==> config.mk <==
export PLATFORM = sky130hd
export DESIGN_NAME = display_arbiter_flat
export DESIGN_NICKNAME = d
export VERILOG_FILES = /design/src/rtl/display_pkg.sv /design/src/rtl/display_arbiter_if.sv /design/src/rtl/rr_arbiter.sv /design/src/rtl/display_arbiter.sv /design/src/flat_wrapper.sv
export SDC_FILE = /design/constraint.sdc
export NUM_CORES = 1
export LEC_CHECK = 0
export CORE_MARGIN = 5
export CORE_UTILIZATION = 42
export DETAILED_ROUTE_END_ITERATION = 16
export GPL_TIMING_DRIVEN = 0
export MAX_ROUTING_LAYER = met4
export PLACE_DENSITY = 0.78
export SYNTH_ARGS = -nofsm -noshare
export SYNTH_HDL_FRONTEND = slang
export SYNTH_SLANG_ARGS = --single-unit
export TNS_END_PERCENT = 20
==> constraint.sdc <==
create_clock -name clk -period 2.6 [get_ports clk]
set_clock_uncertainty 0.2 [all_clocks]
set_input_delay 0.39 -clock clk [delete_from_list [all_inputs] [get_ports clk]]
set_output_delay 0.39 -clock clk [all_outputs]
set_load 0.02 [all_outputs]
==> src/rtl/display_pkg.sv <==
// rtl/display_pkg.sv - shared types, widths and helpers for the display arbiter
package display_pkg;

  localparam int DISP_W  = 32;
  localparam int MAX_REQ = 8;

  typedef enum logic {
    OPEN = 1'b0,
    HOLD = 1'b1
  } disp_arb_state_t;

  function automatic logic [MAX_REQ-1:0] onehot(input logic [2:0] idx);
    onehot = MAX_REQ'(1) << idx;
  endfunction

endpackage

==> src/rtl/display_arbiter_if.sv <==
// rtl/display_arbiter_if.sv - request/grant and display-driver bundle between sources and the arbiter
interface display_arbiter_if #(
  parameter int NUM_REQ = 4
);
  import display_pkg::*;

  localparam int IDX_W = $clog2(NUM_REQ);

  logic [NUM_REQ-1:0]        req;
  logic [NUM_REQ*DISP_W-1:0] req_data;
  logic [NUM_REQ-1:0]        grant;
  logic [DISP_W-1:0]         disp_number;
  logic                      disp_load;
  logic [IDX_W-1:0]          owner_id;
  logic                      owner_valid;
  logic                      busy;

  modport master (
    output req, req_data,
    input  grant, disp_number, disp_load, owner_id, owner_valid, busy
  );

  modport slave (
    input  req, req_data,
    output grant, disp_number, disp_load, owner_id, owner_valid, busy
  );

endinterface

==> src/rtl/rr_arbiter.sv <==
// rtl/rr_arbiter.sv - combinational round-robin pick: first set request at or after base, wrapping
module rr_arbiter #(
  parameter int N = 4
) (
  input  logic [N-1:0]         req,
  input  logic [$clog2(N)-1:0] base,
  output logic [$clog2(N)-1:0] winner,
  output logic                 any_valid
);

  localparam int IDX_W = $clog2(N);

  always_comb begin
    int                idx;
    logic [IDX_W-1:0]  idx_v;
    winner    = base;
    any_valid = |req;
    idx       = 0;
    idx_v     = '0;
    // Scan from the farthest offset back to base so the nearest request wins last.
    for (int k = N - 1; k >= 0; k--) begin
      idx = int'(base) + k;
      if (idx >= N) idx = idx - N;
      idx_v = IDX_W'(idx);
      if (req[idx_v]) winner = idx_v;
    end
  end

endmodule

==> src/rtl/display_arbiter.sv <==
// rtl/display_arbiter.sv - round-robin owner of the seven-segment display with a minimum hold window
module display_arbiter
  import display_pkg::*;
#(
  parameter int NUM_REQ     = 4,
  parameter int HOLD_CYCLES = 100_000_000,
  parameter int CNT_W       = 27
) (
  input  logic             clk,
  input  logic             rst_n,
  display_arbiter_if.slave bus
);

  localparam int IDX_W = $clog2(NUM_REQ);

  disp_arb_state_t    state, state_n;
  logic [CNT_W-1:0]   cnt, cnt_n;
  logic [IDX_W-1:0]   base, base_n;
  logic [IDX_W-1:0]   win;
  logic               any_req;
  logic [NUM_REQ-1:0] req_live;

  logic [NUM_REQ-1:0] grant_q, grant_n;
  logic               load_q, load_n;
  logic [DISP_W-1:0]  number_q, number_n;
  logic [IDX_W-1:0]   owner_q, owner_n;
  logic               valid_q, valid_n;

  logic [DISP_W-1:0]  data_arr [NUM_REQ];

  for (genvar i = 0; i < NUM_REQ; i++) begin : g_data
    assign data_arr[i] = bus.req_data[DISP_W*i +: DISP_W];
  end

  // A source that is being granted this cycle is still holding req; don't count it twice.
  assign req_live = bus.req & ~grant_q;

  rr_arbiter #(.N(NUM_REQ)) u_rr (
    .req       (req_live),
    .base      (base),
    .winner    (win),
    .any_valid (any_req)
  );

  always_comb begin
    state_n  = state;
    cnt_n    = cnt;
    base_n   = base;
    grant_n  = '0;
    load_n   = 1'b0;
    number_n = number_q;
    owner_n  = owner_q;
    valid_n  = valid_q;
    case (state)
      OPEN: begin
        if (any_req) begin
          number_n = data_arr[win];
          load_n   = 1'b1;
          grant_n  = NUM_REQ'(onehot(3'(win)));
          owner_n  = win;
          valid_n  = 1'b1;
          base_n   = (int'(win) == NUM_REQ - 1) ? '0 : win + IDX_W'(1);
          cnt_n    = '0;
          state_n  = HOLD;
        end
      end
      HOLD: begin
        cnt_n = cnt + CNT_W'(1);
        // The owner may refresh its value without extending the window.
        if (req_live[owner_q]) begin
          number_n = data_arr[owner_q];
          load_n   = 1'b1;
          grant_n  = NUM_REQ'(onehot(3'(owner_q)));
        end
        if (cnt == CNT_W'(HOLD_CYCLES - 1)) begin
          state_n = OPEN;
          cnt_n   = '0;
        end
      end
    endcase
  end

  always_ff @(posedge clk) begin
    if (!rst_n) begin
      state    <= OPEN;
      cnt      <= '0;
      base     <= '0;
      grant_q  <= '0;
      load_q   <= 1'b0;
      number_q <= '0;
      owner_q  <= '0;
      valid_q  <= 1'b0;
    end else begin
      state    <= state_n;
      cnt      <= cnt_n;
      base     <= base_n;
      grant_q  <= grant_n;
      load_q   <= load_n;
      number_q <= number_n;
      owner_q  <= owner_n;
      valid_q  <= valid_n;
    end
  end

  assign bus.grant       = grant_q;
  assign bus.disp_load   = load_q;
  assign bus.disp_number = number_q;
  assign bus.owner_id    = owner_q;
  assign bus.owner_valid = valid_q;
  assign bus.busy        = (state == HOLD);

endmodule

==> src/flat_wrapper.sv <==
// flat-port wrapper written by rule: the top's interface ports become plain ports
module display_arbiter_flat import display_pkg::*;
#(
  parameter int NUM_REQ     = 4,
  parameter int HOLD_CYCLES = 100_000_000,
  parameter int CNT_W       = 27
)
  (clk, rst_n, bus_req, bus_req_data, bus_grant, bus_disp_number, bus_disp_load, bus_owner_id, bus_owner_valid, bus_busy);
  display_arbiter_if #(.NUM_REQ(NUM_REQ)) bus_i ();
  input  logic clk;
  input  logic rst_n;
  input wire logic [$bits(bus_i.req)-1:0] bus_req;
  input wire logic [$bits(bus_i.req_data)-1:0] bus_req_data;
  output wire logic [$bits(bus_i.grant)-1:0] bus_grant;
  output wire logic [$bits(bus_i.disp_number)-1:0] bus_disp_number;
  output wire logic [$bits(bus_i.disp_load)-1:0] bus_disp_load;
  output wire logic [$bits(bus_i.owner_id)-1:0] bus_owner_id;
  output wire logic [$bits(bus_i.owner_valid)-1:0] bus_owner_valid;
  output wire logic [$bits(bus_i.busy)-1:0] bus_busy;
  assign bus_i.req = bus_req;
  assign bus_i.req_data = bus_req_data;
  assign bus_grant = bus_i.grant;
  assign bus_disp_number = bus_i.disp_number;
  assign bus_disp_load = bus_i.disp_load;
  assign bus_owner_id = bus_i.owner_id;
  assign bus_owner_valid = bus_i.owner_valid;
  assign bus_busy = bus_i.busy;
  display_arbiter #(.NUM_REQ(NUM_REQ), .HOLD_CYCLES(HOLD_CYCLES), .CNT_W(CNT_W)) u_core (.clk(clk), .rst_n(rst_n), .bus(bus_i));
endmodule
==> results of run 1 <==
[metrics by stage]
| stage | area (um^2) | TNS [ns] | setup WS (ns) | power [mW] |
|---|---|---|---|---|
| 2_1_floorplan | 5210 | -0.215 | -0.0370 | 2.82 |
| 3_3_place_gp | 7150 | -30.13 | -0.657 | 3.64 |
| 3_5_place_dp | 7150 | -32.33 | -0.716 | 3.69 |
| 4_1_cts | 7600 | -0.501 | -0.0412 | 5.00 |
| 5_1_grt | 7730 | -0.103 | -0.0517 | 5.35 |
| 6_report | 7730 | 0 | 0.0146 | 5.12 |
[path summary, 6_finish.rpt]
kind | startpoint | to | slack [ns] | cells after the start
min reg2reg | u_core.cnt[23] | u_core.cnt[23] | 0.26 | 1
max | u_core.bus.grant[3] | u_core.bus.disp_number[21] | 0.01 | 10
min | u_core.cnt[23] | u_core.cnt[23] | 0.26 | 1
max reg2reg | u_core.bus.grant[3] | u_core.bus.disp_number[21] | 0.01 | 10
[report_power, final]
group          total [mW]  switching, mW  leakage, nW  internal, mW
registers            1.33          0.105        0.577          1.22
clock network        1.23          0.466        0.141         0.760
logic                2.57           1.26         2.22          1.31
total                5.12           1.83         2.93          3.29
[worst reg2reg max path, stage by stage, from the launching register on]
cell and delay (ns):
sky130_fd_sc_hd__dfxtp_2 0.35, sky130_fd_sc_hd__nor2b_4 0.06, sky130_fd_sc_hd__buf_6 0.11, sky130_fd_sc_hd__o211a_1 0.22, sky130_fd_sc_hd__nor3_4 0.28, sky130_fd_sc_hd__inv_2 0.09
sky130_fd_sc_hd__buf_8 0.15, sky130_fd_sc_hd__buf_12 0.14, sky130_fd_sc_hd__mux2_4 0.29, sky130_fd_sc_hd__a22o_1 0.24, sky130_fd_sc_hd__o311a_1 0.33
[logic make-up after synthesis]
logic type,synth area share
muxes,0.238
buffers and inverters,0.0510
xor gates and xnor gates,0.00168
adders and majority gates,0.00481
and+or+nand+nor,0.208
AOI/OAI and AO/OA,0.227
DFF,0.269
[Yosys cell counts (3+ instances only)]
library cell	instances
sky130_fd_sc_hd__mux2i_1	12
sky130_fd_sc_hd__a22o_1	32
sky130_fd_sc_hd__a21boi_0	3
sky130_fd_sc_hd__nor2_1	8
sky130_fd_sc_hd__nor3_1	5
sky130_fd_sc_hd__buf_1	7
sky130_fd_sc_hd__o211a_1	4
sky130_fd_sc_hd__clkbuf_1	39
sky130_fd_sc_hd__a21oi_1	51
sky130_fd_sc_hd__nand3_1	19
sky130_fd_sc_hd__nand2_1	80
sky130_fd_sc_hd__dfxtp_1	70
sky130_fd_sc_hd__and2_1	6
sky130_fd_sc_hd__mux2_1	22
sky130_fd_sc_hd__o21a_1	5
sky130_fd_sc_hd__buf_2	5
sky130_fd_sc_hd__mux2_4	10
sky130_fd_sc_hd__and4_1	5
sky130_fd_sc_hd__or3_1	5
sky130_fd_sc_hd__o311a_1	32
sky130_fd_sc_hd__nand2b_1	39
sky130_fd_sc_hd__nand4_1	13
sky130_fd_sc_hd__nor2b_1	12
sky130_fd_sc_hd__o21ai_0	5
sky130_fd_sc_hd__and3_1	5
sky130_fd_sc_hd__o21ai_1	4
sky130_fd_sc_hd__mux4_2	32
sky130_fd_sc_hd__inv_1	11
[metal layers]
metal / up-vias / part of all wire / global-route usage
li1: 2592 / - / -
met2: 301 / 0.50 / 0.413
met1: 2715 / 0.40 / 0.313
met4: 0 / 0.032 / 0.113
met5: - / 0 / -
met3: 48 / 0.070 / 0.0480
[registers in the layout, indices dropped and copies added, names as in the netlist]
register	cells
u_core.base	2
u_core.bus.busy	1
u_core.bus.disp_load	1
u_core.bus.disp_number	32
u_core.bus.grant	4
u_core.bus.owner_id	2
u_core.bus.owner_valid	1
u_core.cnt	27
[layout make-up]
type                       count  area (um^2)
clock inverter                 4         47.5
sequential                    70         1410
buffer                        51          275
fill                         978         4330
tap                          168          210
clock buffer                  11          243
inverter                      12         45.0
multi-input combinational    443         3640
timing repair buffer         184         1850
[repair_timing]
item	in CTS	in global routing
hold endpoints to repair	0	0
endpoints found under the setup margin	58	54
pin swaps	8	22
gates cloned	0	1
gates resized for setup	33	42
setup buffers	9	1
==> metrics.txt, run 1 <==
outcome=finished, final reports clean; number of nets in the final layout=just over 900; number of I/O pins=175; CTS Root Cell=sky130_fd_sc_hd__clkbuf_16; HPWL after detailed placement=14.2 mm; fraction of layout cells with a size suffix above 1=0.155; Max clock buf depth=2; clock-pin slew of the registers on the worst-case setup and hold paths=approximately 0.060 ns; syn avg cell area=9.00 um^2; category of the most critical setup path=flip-flop to flip-flop; remaining global-route overflow=0; Max rail drop VDD=between 0.4 and 0.5 mV; largest net degree at the start of global routing=12; Post-Synthesis Cells=578; Detailed Routing Iterations Pass 1=5; critical path data arrival time=2.61 ns; initial detailed-routing violation count=656; Critical Path Sink Type=flip-flop; Fin. Hold Viols=0; Yosys warning count=0; global-route wire length before repair=a little under 30 mm; Bufs and invs on worst path=4; Synth async-reset ratio=0; I/O Buffers=173; width of the die=121 um; antenna diode instance count=0; Syn-to-layout area delta=48.6%; total setup violations reported at the end of the flow=0; hold_buf cts=0; required arrival time at the worst endpoint=2.63 ns; Synthesized Nets=between 700 and 800; TritonCTS Buffers=9; longest individual stage delay on the worst path=about 0.35 ns; power density of the placed cells=663 nW/um^2; clock sink total=70; cell area after technology mapping=5200 um^2; final core occ=0.641; largest area contributor in the synthesized netlist=sky130_fd_sc_hd__dfxtp_1; overall via count from detail_route=5,656; final critical-path share of the clock period=0.994; cell at the slowest stage of the critical path=sky130_fd_sc_hd__dfxtp_2; Avg Vias per Cell=6.00; number of antenna violations at the first check in global routing=0; setup repair after global routing missed its margin=true; number of H-tree levels=3; number of DRC violations after detailed routing=0; main area contributors after synthesis=sky130_fd_sc_hd__dfxtp_1 27%, sky130_fd_sc_hd__mux4_2 14%, sky130_fd_sc_hd__o311a_1 6.2%; top fanout value on the critical path=7; Unique masters post-synth=53; EDFF count, synth=0; tightest hold margin=0.260 ns; count of placed standard cells including taps=919; CTS tree=built; share of the yosys chip area belonging to registers=0.269; cell breakdown of the critical path=nor2b_4 -> buf_6 -> o211a_1 -> nor3_4 -> inv_2 -> buf_8 -> buf_12 -> mux2_4 -> a22o_1 -> o311a_1; total leakage power=2.93 nW; total count of max-transition violations in the final report=0; y dimension of the die=121 um; starting density of the core=0.431; most frequent standard cell in the layout excluding fill and tap cells=sky130_fd_sc_hd__clkdlybuf4s50_1; FF+latch count, synth=70; Routed wire per std cell=about 20 um; area share of the largest cell type after synthesis=0.269; Layout Cells excl Fill=943; post-layout minimum cycle time=~2.6 ns; Hold WC Path Type=flip-flop to flip-flop; number of global-route vias before repair=5,755; Final Wtd Congestion=0.872; later-pin clock latency in the skew report=0.34 ns; floorplan core area=12,100 um^2; kind of launch point of the worst setup path=flip-flop; top cell family by delay on the critical path=compound AO/OA/AOI/OAI gates; number of nets still failing antenna checks after routing=0; commonest cells after routing, fill and taps aside=169 x sky130_fd_sc_hd__clkdlybuf4s50_1, 80 x sky130_fd_sc_hd__nand2_1, 65 x sky130_fd_sc_hd__dfxtp_1; full die area=between 10,000 and 15,000 um^2; number of violations of the max-capacitance limit=0; worst slew margin relative to its limit=0.588; Peak Freq=387 MHz; GRT Overall Usage=0.256; Primary FF master, synth=sky130_fd_sc_hd__dfxtp_1; standard-cell row count=40; slew of the pin with the lowest slew margin=0.618 ns; final routed wirelength across all metal layers=18.9 mm
Note: power is estimated with default switching activity, not from simulation.
==> run 2: changes to the inputs <==
- CELL_PAD_IN_SITES_DETAIL_PLACEMENT: unset -> 0
- CELL_PAD_IN_SITES_GLOBAL_PLACEMENT: unset -> 2
- CORE_UTILIZATION: 42 -> 24
- PLACE_DENSITY: 0.78 -> unset
- PLACE_DENSITY_LB_ADDON: unset -> 0.1
==> run 2 against run 1 <==
Compared with the run above:
- flip-flop and latch count did not move
- highest routed layer unchanged
- power increased by 4.9%
- combinational power rose by 7%
- via count fell by 3.7%
- critical endpoint is now u_core.bus.disp_number[14]
- critical path type is now primary input to flip-flop
==> metrics.txt, run 2 (synthesized netlist as in run 1, its figures left out) <==
category of the most critical setup path=primary input to flip-flop; floorplan core area=approximately 21,000 um^2; count of placed standard cells including taps=1,026; worst setup slack for register-to-register paths=around 0.016 ns; power density of the placed cells=669 nW/um^2; longest individual stage delay on the worst path=0.36 ns; starting density of the core=0.246; Detailed Routing Iterations Pass 1=4; Routed wire per std cell=20.0 um; critical path data arrival time=2.62 ns; required arrival time at the worst endpoint=2.64 ns; dominant cell type by count on the critical path=sky130_fd_sc_hd__buf_12; fraction of layout cells with a size suffix above 1=0.183; post-layout minimum cycle time=2.58 ns; clock-pin slew of the registers on the worst-case setup and hold paths=approximately 0.07 ns; GRT Overall Usage=0.172; reg-to-reg critical path startpoint=u_core.bus.grant[3]; total leakage power=roughly 3 nW; area of all sequential standard cells=1410 um^2; Fin. Hold Viols=0; area used by multi-input combinational logic=3680 um^2; tightest hold margin=0.266 ns; full die area=24,700 um^2; flip-flop count of the largest register, all copies and words added=32; depth of the worst hold-timing path=1; I/O Buffers=173; internal power summed over all cells=between 3 and 4 mW; Max rail drop VDD=0.277 mV; fill cell instance count of the final layout=2,127; Syn-to-layout area delta=54.5%; most frequent standard cell in the layout excluding fill and tap cells=sky130_fd_sc_hd__clkdlybuf4s50_1; TritonCTS Buffers=9; CTS tree=built; overall via count from detail_route=5,444; initial detailed-routing violation count=222; Critical Path Sink Type=flip-flop; number of H-tree levels=3; remaining global-route overflow=0; net switching component of the power=1.98 mW; largest net degree at the start of global routing=14; global-route wire length before repair=between 30 and 40 mm; number of I/O pins=175; slew of the pin with the lowest slew margin=0.631 ns; proportion of power drawn by the clock network=0.242; cell at the slowest stage of the critical path=sky130_fd_sc_hd__o311a_1; outcome=finished, final reports clean; total setup violations reported at the end of the flow=0; worst slew margin relative to its limit=0.579; clock sink total=70; number of antenna violations at the first check in global routing=1; Layout Cells excl Fill=about 1,100; number of violations of the max-capacitance limit=0; cell breakdown of the critical path=dlygate4sd2_1 -> nor2b_4 -> o311a_1 -> nor3_4 -> buf_12 -> inv_8 -> buf_12 -> buf_12 -> mux2_4 -> a22o_1 -> o311a_1; Final Wtd Congestion=~0.79; number of nets still failing antenna checks after routing=0; commonest cells after routing, fill and taps aside=169 x sky130_fd_sc_hd__clkdlybuf4s50_1, 80 x sky130_fd_sc_hd__nand2_1, 65 x sky130_fd_sc_hd__dfxtp_1; number of DRC violations after detailed routing=0; final critical-path share of the clock period=0.994; y dimension of the die=157 um; HPWL after detailed placement=15.7 mm; Hold WC Path Type=flip-flop to flip-flop; setup repair after global routing missed its margin=true; Avg Vias per Cell=5.16; later-pin clock latency in the skew report=around 0.35 ns; Hold Path Sink=u_core.cnt[23]; hold_buf cts=0; width of the die=between 150 and 200 um; standard-cell row count=53; kind of launch point of the worst setup path=primary input; switching share of power=0.369; final routed wirelength across all metal layers=21.1 mm; number of global-route vias before repair=5,771; total count of max-transition violations in the final report=0; depth of the worst register-to-register path=10; CTS Root Cell=sky130_fd_sc_hd__clkbuf_16; sequential group share of total power=0.245; combinational fraction of design power=0.513; Peak Freq=387 MHz; number of nets in the final layout=911; Max clock buf depth=2; top fanout value on the critical path=5; FF-to-FF End=u_core.bus.disp_number[14]; hold wc startpoint=u_core.cnt[23]
-- run 2: metrics by stage --
step                setup WS [ns]  total power, mW  instance area (um^2)  utilization  TNS, ns
finish                     0.0157             5.37                  8030        0.380        0
global route              -0.0439             5.68                  8030        0.380   -0.484
global placement           -0.840             3.77                  7290        0.344   -40.01
CTS                       -0.0403             5.32                  7860        0.372   -0.613
floorplan                 -0.0370             2.82                  5210            -   -0.215
detailed placement         -0.877             3.78                  7290        0.344   -41.16
-- run 2: worst max path at each step --
stage               slack [ns]  cells after the start                 from                         end
floorplan                -0.04                      9        u_core.cnt[0]               u_core.cnt[2]
global placement         -0.84                      9           bus_req[3]  u_core.bus.disp_number[15]
detailed placement       -0.88                      9           bus_req[3]  u_core.bus.disp_number[15]
CTS                      -0.04                      8  u_core.bus.grant[2]   u_core.bus.disp_number[4]
global route             -0.04                     10  u_core.bus.grant[3]  u_core.bus.disp_number[13]
finish                    0.02                     11           bus_req[3]  u_core.bus.disp_number[14]
-- run 2: worst max-delay path, delay by kind of cell --
kind / cells / cell delay (ns)
AOI/OAI and AO/OA: 3 / 0.87
muxes: 1 / 0.29
buffers and inverters: 5 / 0.72
and+or+nand+nor: 2 / 0.36
-- run 2: layout make-up --
class	instances	share of cell area
multi-input combinational	443	0.458
timing repair buffer	187	0.237
sequential	70	0.176
tap	275	0.0428
buffer	52	0.0420
clock buffer	9	0.0280
clock inverter	7	0.00934
inverter	12	0.00654
antenna	1	0.000311
-- run 2: repair_timing --
item / 4_1_cts / 5_1_grt
pin swaps: 39 / 5
cloned: 1 / 1
setup endpoints to repair: 59 / 46
buffers inserted: 10 / 2
gates resized for setup: 64 / 42
-- run 2: power by group through the flow --
stage                     Sequential [mW]  Combinational, mW  Clock, mW
after global routing                 1.33               2.97       1.38
final                                1.32               2.76       1.30
after CTS                            1.32               2.67       1.33
after global placement               1.33               2.43          0
after floorplan                      1.48               1.34          0
after detailed placement             1.33               2.45          0
-- run 2: per-layer routing --
layer | share of wire | vias up | routed length, um | global-route usage
met3 | 0.048 | 26 | 1020 | 0.0335
met4 | 0.020 | 0 | 414 | 0.0492
met5 | 0 | - | 0 | -
met1 | 0.45 | 2674 | 9450 | 0.218
li1 | - | 2600 | - | -
met2 | 0.49 | 144 | 10300 | 0.279
==> run 3: changes to the inputs <==
- TNS_END_PERCENT: 20 -> unset
==> run 3 against run 2 <==
Compared with the run above:
- clock power grew 24%
- power increased by 3.9%
- maximum frequency down 2.0%
- critical endpoint is now u_core.bus.disp_number[5]
- worst hold slack got worse by 0.00064 ns
- design area is 0.37% higher
- global-route usage barely moved
- largest power group unchanged
- sequential power barely moved
- highest routed layer unchanged
- the flow now finishes with violations (negative setup slack)
- combinational power decreased by 3%
==> metrics.txt, run 3 (synthesized netlist as in run 1, its figures left out) <==
outcome=complete, but fails checks; failing checks=negative setup slack; Hold WC Path Type=flip-flop to flip-flop; initial detailed-routing violation count=281; later-pin clock latency in the skew report=0.34 ns; category of the most critical setup path=flip-flop to flip-flop; Layout Cells excl Fill=1,055; tightest hold margin=approximately 0.27 ns; number of nets in the final layout=909; Syn-to-layout area delta=55.0%; full die area=approximately 25,000 um^2; CTS tree=built; Routed wire per std cell=between 15 and 20 um; Peak Freq=roughly 380 MHz; HPWL after detailed placement=15.7 mm; overall via count from detail_route=5,435; floorplan core area=21,200 um^2; total count of max-transition violations in the final report=0; Max clock buf depth=2; placement-stage worst setup slack=-0.867 ns; placed inst area=roughly 7300 um^2; slew of the pin with the lowest slew margin=0.642 ns; fraction of layout cells with a size suffix above 1=0.197; commonest cells after routing, fill and taps aside=169 x sky130_fd_sc_hd__clkdlybuf4s50_1, 80 x sky130_fd_sc_hd__nand2_1, 62 x sky130_fd_sc_hd__dfxtp_1; Fin. Hold Viols=0; number of global-route vias before repair=about 5,700; worst setup slack for register-to-register paths=-0.04 ns; number of DRC violations after detailed routing=0; final core occ=0.381; critical path data arrival time=2.66 ns; number of H-tree levels=3; switching share of power=0.343; flip-flop count of the largest register, all copies and words added=32; global-route wire length before repair=~32 mm; count of placed standard cells including taps=1,026; worst slew margin relative to its limit=0.572; y dimension of the die=157 um; Max rail drop VDD=approximately 0.29 mV; internal power summed over all cells=3.67 mW; number of antenna violations at the first check in global routing=1; I/O Buffers=between 150 and 200; number of nets still failing antenna checks after routing=0; combinational fraction of design power=0.478; net switching component of the power=approximately 1.9 mW; final routed wirelength across all metal layers=20.9 mm; clock-pin slew of the registers on the worst-case setup and hold paths=0.06 ns; Final Wtd Congestion=0.805; required arrival time at the worst endpoint=2.63 ns; Detailed Routing Iterations Pass 1=4; proportion of power drawn by the clock network=0.288; total setup violations reported at the end of the flow=11; fill cell instance count of the final layout=between 2,000 and 2,500; kind of launch point of the worst setup path=flip-flop; GRT Overall Usage=0.172; largest net degree at the start of global routing=13; Total Power Consumption=5.58 mW; clock sink total=70; number of violations of the max-capacitance limit=0; standard-cell row count=53; setup repair after global routing missed its margin=true; Final WS setup=-0.0361 ns; width of the die=157 um; starting density of the core=0.246; total leakage power=between 3 and 4 nW; setup_tns=-0.157 ns; final critical-path share of the clock period=1.01; post-layout minimum cycle time=between 2 and 3 ns; power density of the placed cells=692 nW/um^2; final cell area excluding filler cells=8060 um^2; Avg Vias per Cell=5.15; TritonCTS Buffers=9; CTS Root Cell=sky130_fd_sc_hd__clkbuf_16; sequential group share of total power=0.234; most frequent standard cell in the layout excluding fill and tap cells=sky130_fd_sc_hd__clkdlybuf4s50_1; top fanout value on the critical path=5; number of I/O pins=175; Critical Path Sink Type=flip-flop; remaining global-route overflow=0
-- run 3: area by class of cell --
| type | count | area, um^2 | share of cell area |
|---|---|---|---|
| Timing Repair Buffer | 186 | 1860 | 0.231 |
| Multi-Input combinational cell | 443 | 3710 | 0.460 |
| Tap cell | 275 | 344 | 0.0427 |
| Inverter | 12 | 45.0 | 0.00559 |
| Buffer | 51 | 297 | 0.0368 |
| Sequential cell | 70 | 1420 | 0.176 |
| Clock inverter | 5 | 129 | 0.0160 |
| Antenna cell | 2 | 5.00 | 0.000621 |
| Clock buffer | 11 | 253 | 0.0313 |
-- run 3: path summary, 6_finish.rpt --
path                  startpoint                         to  depth (start not counted)
max reg2reg  u_core.bus.grant[3]  u_core.bus.disp_number[5]                          9
min               u_core.cnt[23]             u_core.cnt[23]                          1
max          u_core.bus.grant[3]  u_core.bus.disp_number[5]                          9
min reg2reg       u_core.cnt[23]             u_core.cnt[23]                          1
-- run 3: routing by layer --
| layer | part of all wire | GRT usage |
|---|---|---|
| met3 | 0.062 | 0.0401 |
| met1 | 0.44 | 0.216 |
| met4 | 0.017 | 0.0512 |
| met5 | 0 | - |
| met2 | 0.48 | 0.277 |
-- run 3: critical path, stage by stage, from the launching register on --
cell and delay, ns:
sky130_fd_sc_hd__dfxtp_2 0.35, sky130_fd_sc_hd__nor2b_4 0.05, sky130_fd_sc_hd__o311a_1 0.36, sky130_fd_sc_hd__nor3_4 0.34
sky130_fd_sc_hd__inv_2 0.11, sky130_fd_sc_hd__buf_12 0.16, sky130_fd_sc_hd__buf_12 0.14, sky130_fd_sc_hd__mux2_4 0.29
sky130_fd_sc_hd__a22o_1 0.23, sky130_fd_sc_hd__o311a_1 0.29
-- run 3: power groups by stage --
stage	registers (mW)	clock network, mW	logic [mW]
6_report	1.31	1.61	2.67
5_1_grt	1.33	1.69	2.88
4_1_cts	1.31	1.65	2.70
3_5_place_dp	1.33	0	2.46
3_3_place_gp	1.33	0	2.44
2_1_floorplan	1.48	0	1.34
-- run 3: repair_timing --
item                       in CTS  in global routing
setup endpoints to repair      58                 53
resized for setup              60                 51
setup buffers                  10                  2
pin swaps                      30                 26
gates cloned                    1                  0
hold buffers                    0                  0
hold endpoints to repair        0                  0
==> RTL edit, RTL diff (flow settings as in run 3) <==
`CNT_W` is set to 27 in 2 places; all go to 35.
--- a/src/rtl/display_arbiter.sv
+++ b/src/rtl/display_arbiter.sv
@@ -4,7 +4,7 @@
 #(
   parameter int NUM_REQ     = 4,
   parameter int HOLD_CYCLES = 100_000_000,
-  parameter int CNT_W       = 27
+  parameter int CNT_W       = 35
 ) (
   input  logic             clk,
   input  logic             rst_n,
--- a/src/flat_wrapper.sv
+++ b/src/flat_wrapper.sv
@@ -3,7 +3,7 @@
 #(
   parameter int NUM_REQ     = 4,
   parameter int HOLD_CYCLES = 100_000_000,
-  parameter int CNT_W       = 27
+  parameter int CNT_W       = 35
 )
   (clk, rst_n, bus_req, bus_req_data, bus_grant, bus_disp_number, bus_disp_load, bus_owner_id, bus_owner_valid, bus_busy);
   display_arbiter_if #(.NUM_REQ(NUM_REQ)) bus_i ();
Function: no difference found for any inputs over 4 cycles, from zero or initial values and one cycle with rst_n low; that may be too few to reach the edited logic, so the function may still have changed.
==> RTL edit against run 3 <==
- cell area grew 12%
- sequential cell count is 8 higher
- sequential share of layout area shrank 0.36 points
- critical path depth fell by 1
- register-to-register slack gained 0.12 ns
- routed wire length grew 46%
- sequential power is 9.9% higher
- non-clock buffer count up 32
- total power shrank 5.0%
- die area grew 21%
- synthesized area rose by 23%
- setup slack better by 0.087 ns
- count of clock-buffer cells in the layout is 2 lower
==> RTL edit: results (changes against run 3) <==
Comb group - 2.58 mW (-3%)
Met2 wire len - 14090 um (+39%)
Number of port buffers - 174 (+0.58%)
Gr usage total - 0.2010 (+0.02905)
Seq pwr share - 0.272 (+0.038)
Inverters excl. clock - 72 (+60)
Status - finished, final reports clean
Post-synthesis cell count - 800 (+38%)
Synth area leaders - dfxtp_1, mux4_2, a31oi_1, and4_1, o21ai_0
Drt pass-1 iters - 5 (+1)
Lkg Pwr - 3.224 nW (+5.8%)
Initial drt markers - 541 (+93%)
Met3 wire length - 1628 um (+26%)
Final clock-cell share - 0.03079 (-0.01654)
# nets final - 1126 (+24%)
# resized after CTS - 32 (-47%)
Global-route wire length before repair - 46490 um (+45%)
Fillers - 2794 (+31%)
Max reg flops - 35 (+9.4%)
Max Fanout on Critical Path - 10 (+5)
Vias in the first global route - 7707 (+34%)
Distinct cells, synth - 57 (+7.5%)
Total routed wire length on the met1 layer - 14360 um (+57%)
Post-DP HPWL - 22270 um (+42%)
Num sequential - 78 (+11%)
Critical Path Slowest Stage Cell - clkdlybuf4s50_1
-- RTL edit: worst paths after layout --
| kind | start | end | slack, ns | depth (start not counted) |
|---|---|---|---|---|
| setup / recovery | bus_req[0] | u_core.bus.disp_number[3] | 0.05 | 8 |
| hold / removal | u_core.cnt[34] | u_core.cnt[34] | 0.27 | 1 |
| setup reg to reg | u_core.cnt[18] | u_core.cnt[7] | 0.08 | 6 |
| hold reg to reg | u_core.cnt[34] | u_core.cnt[34] | 0.27 | 1 |
-- RTL edit: metrics by stage --
stage	setup WS [ns]	area, um^2
6_report	0.05114	9062
5_1_grt	-0.04450	9060
4_1_cts	0.02509	8880
3_5_place_dp	-0.7066	8544
3_3_place_gp	-0.7631	8544
2_1_floorplan	0.3326	6384
-- RTL edit: kinds of logic after synthesis --
group	synth area share
fa+ha+maj	0.003919
buf+inv	0.1037
mux	0.1223
xor+xnor	0.001372
compound gates	0.3163
flops	0.2446
simple gates	0.2078
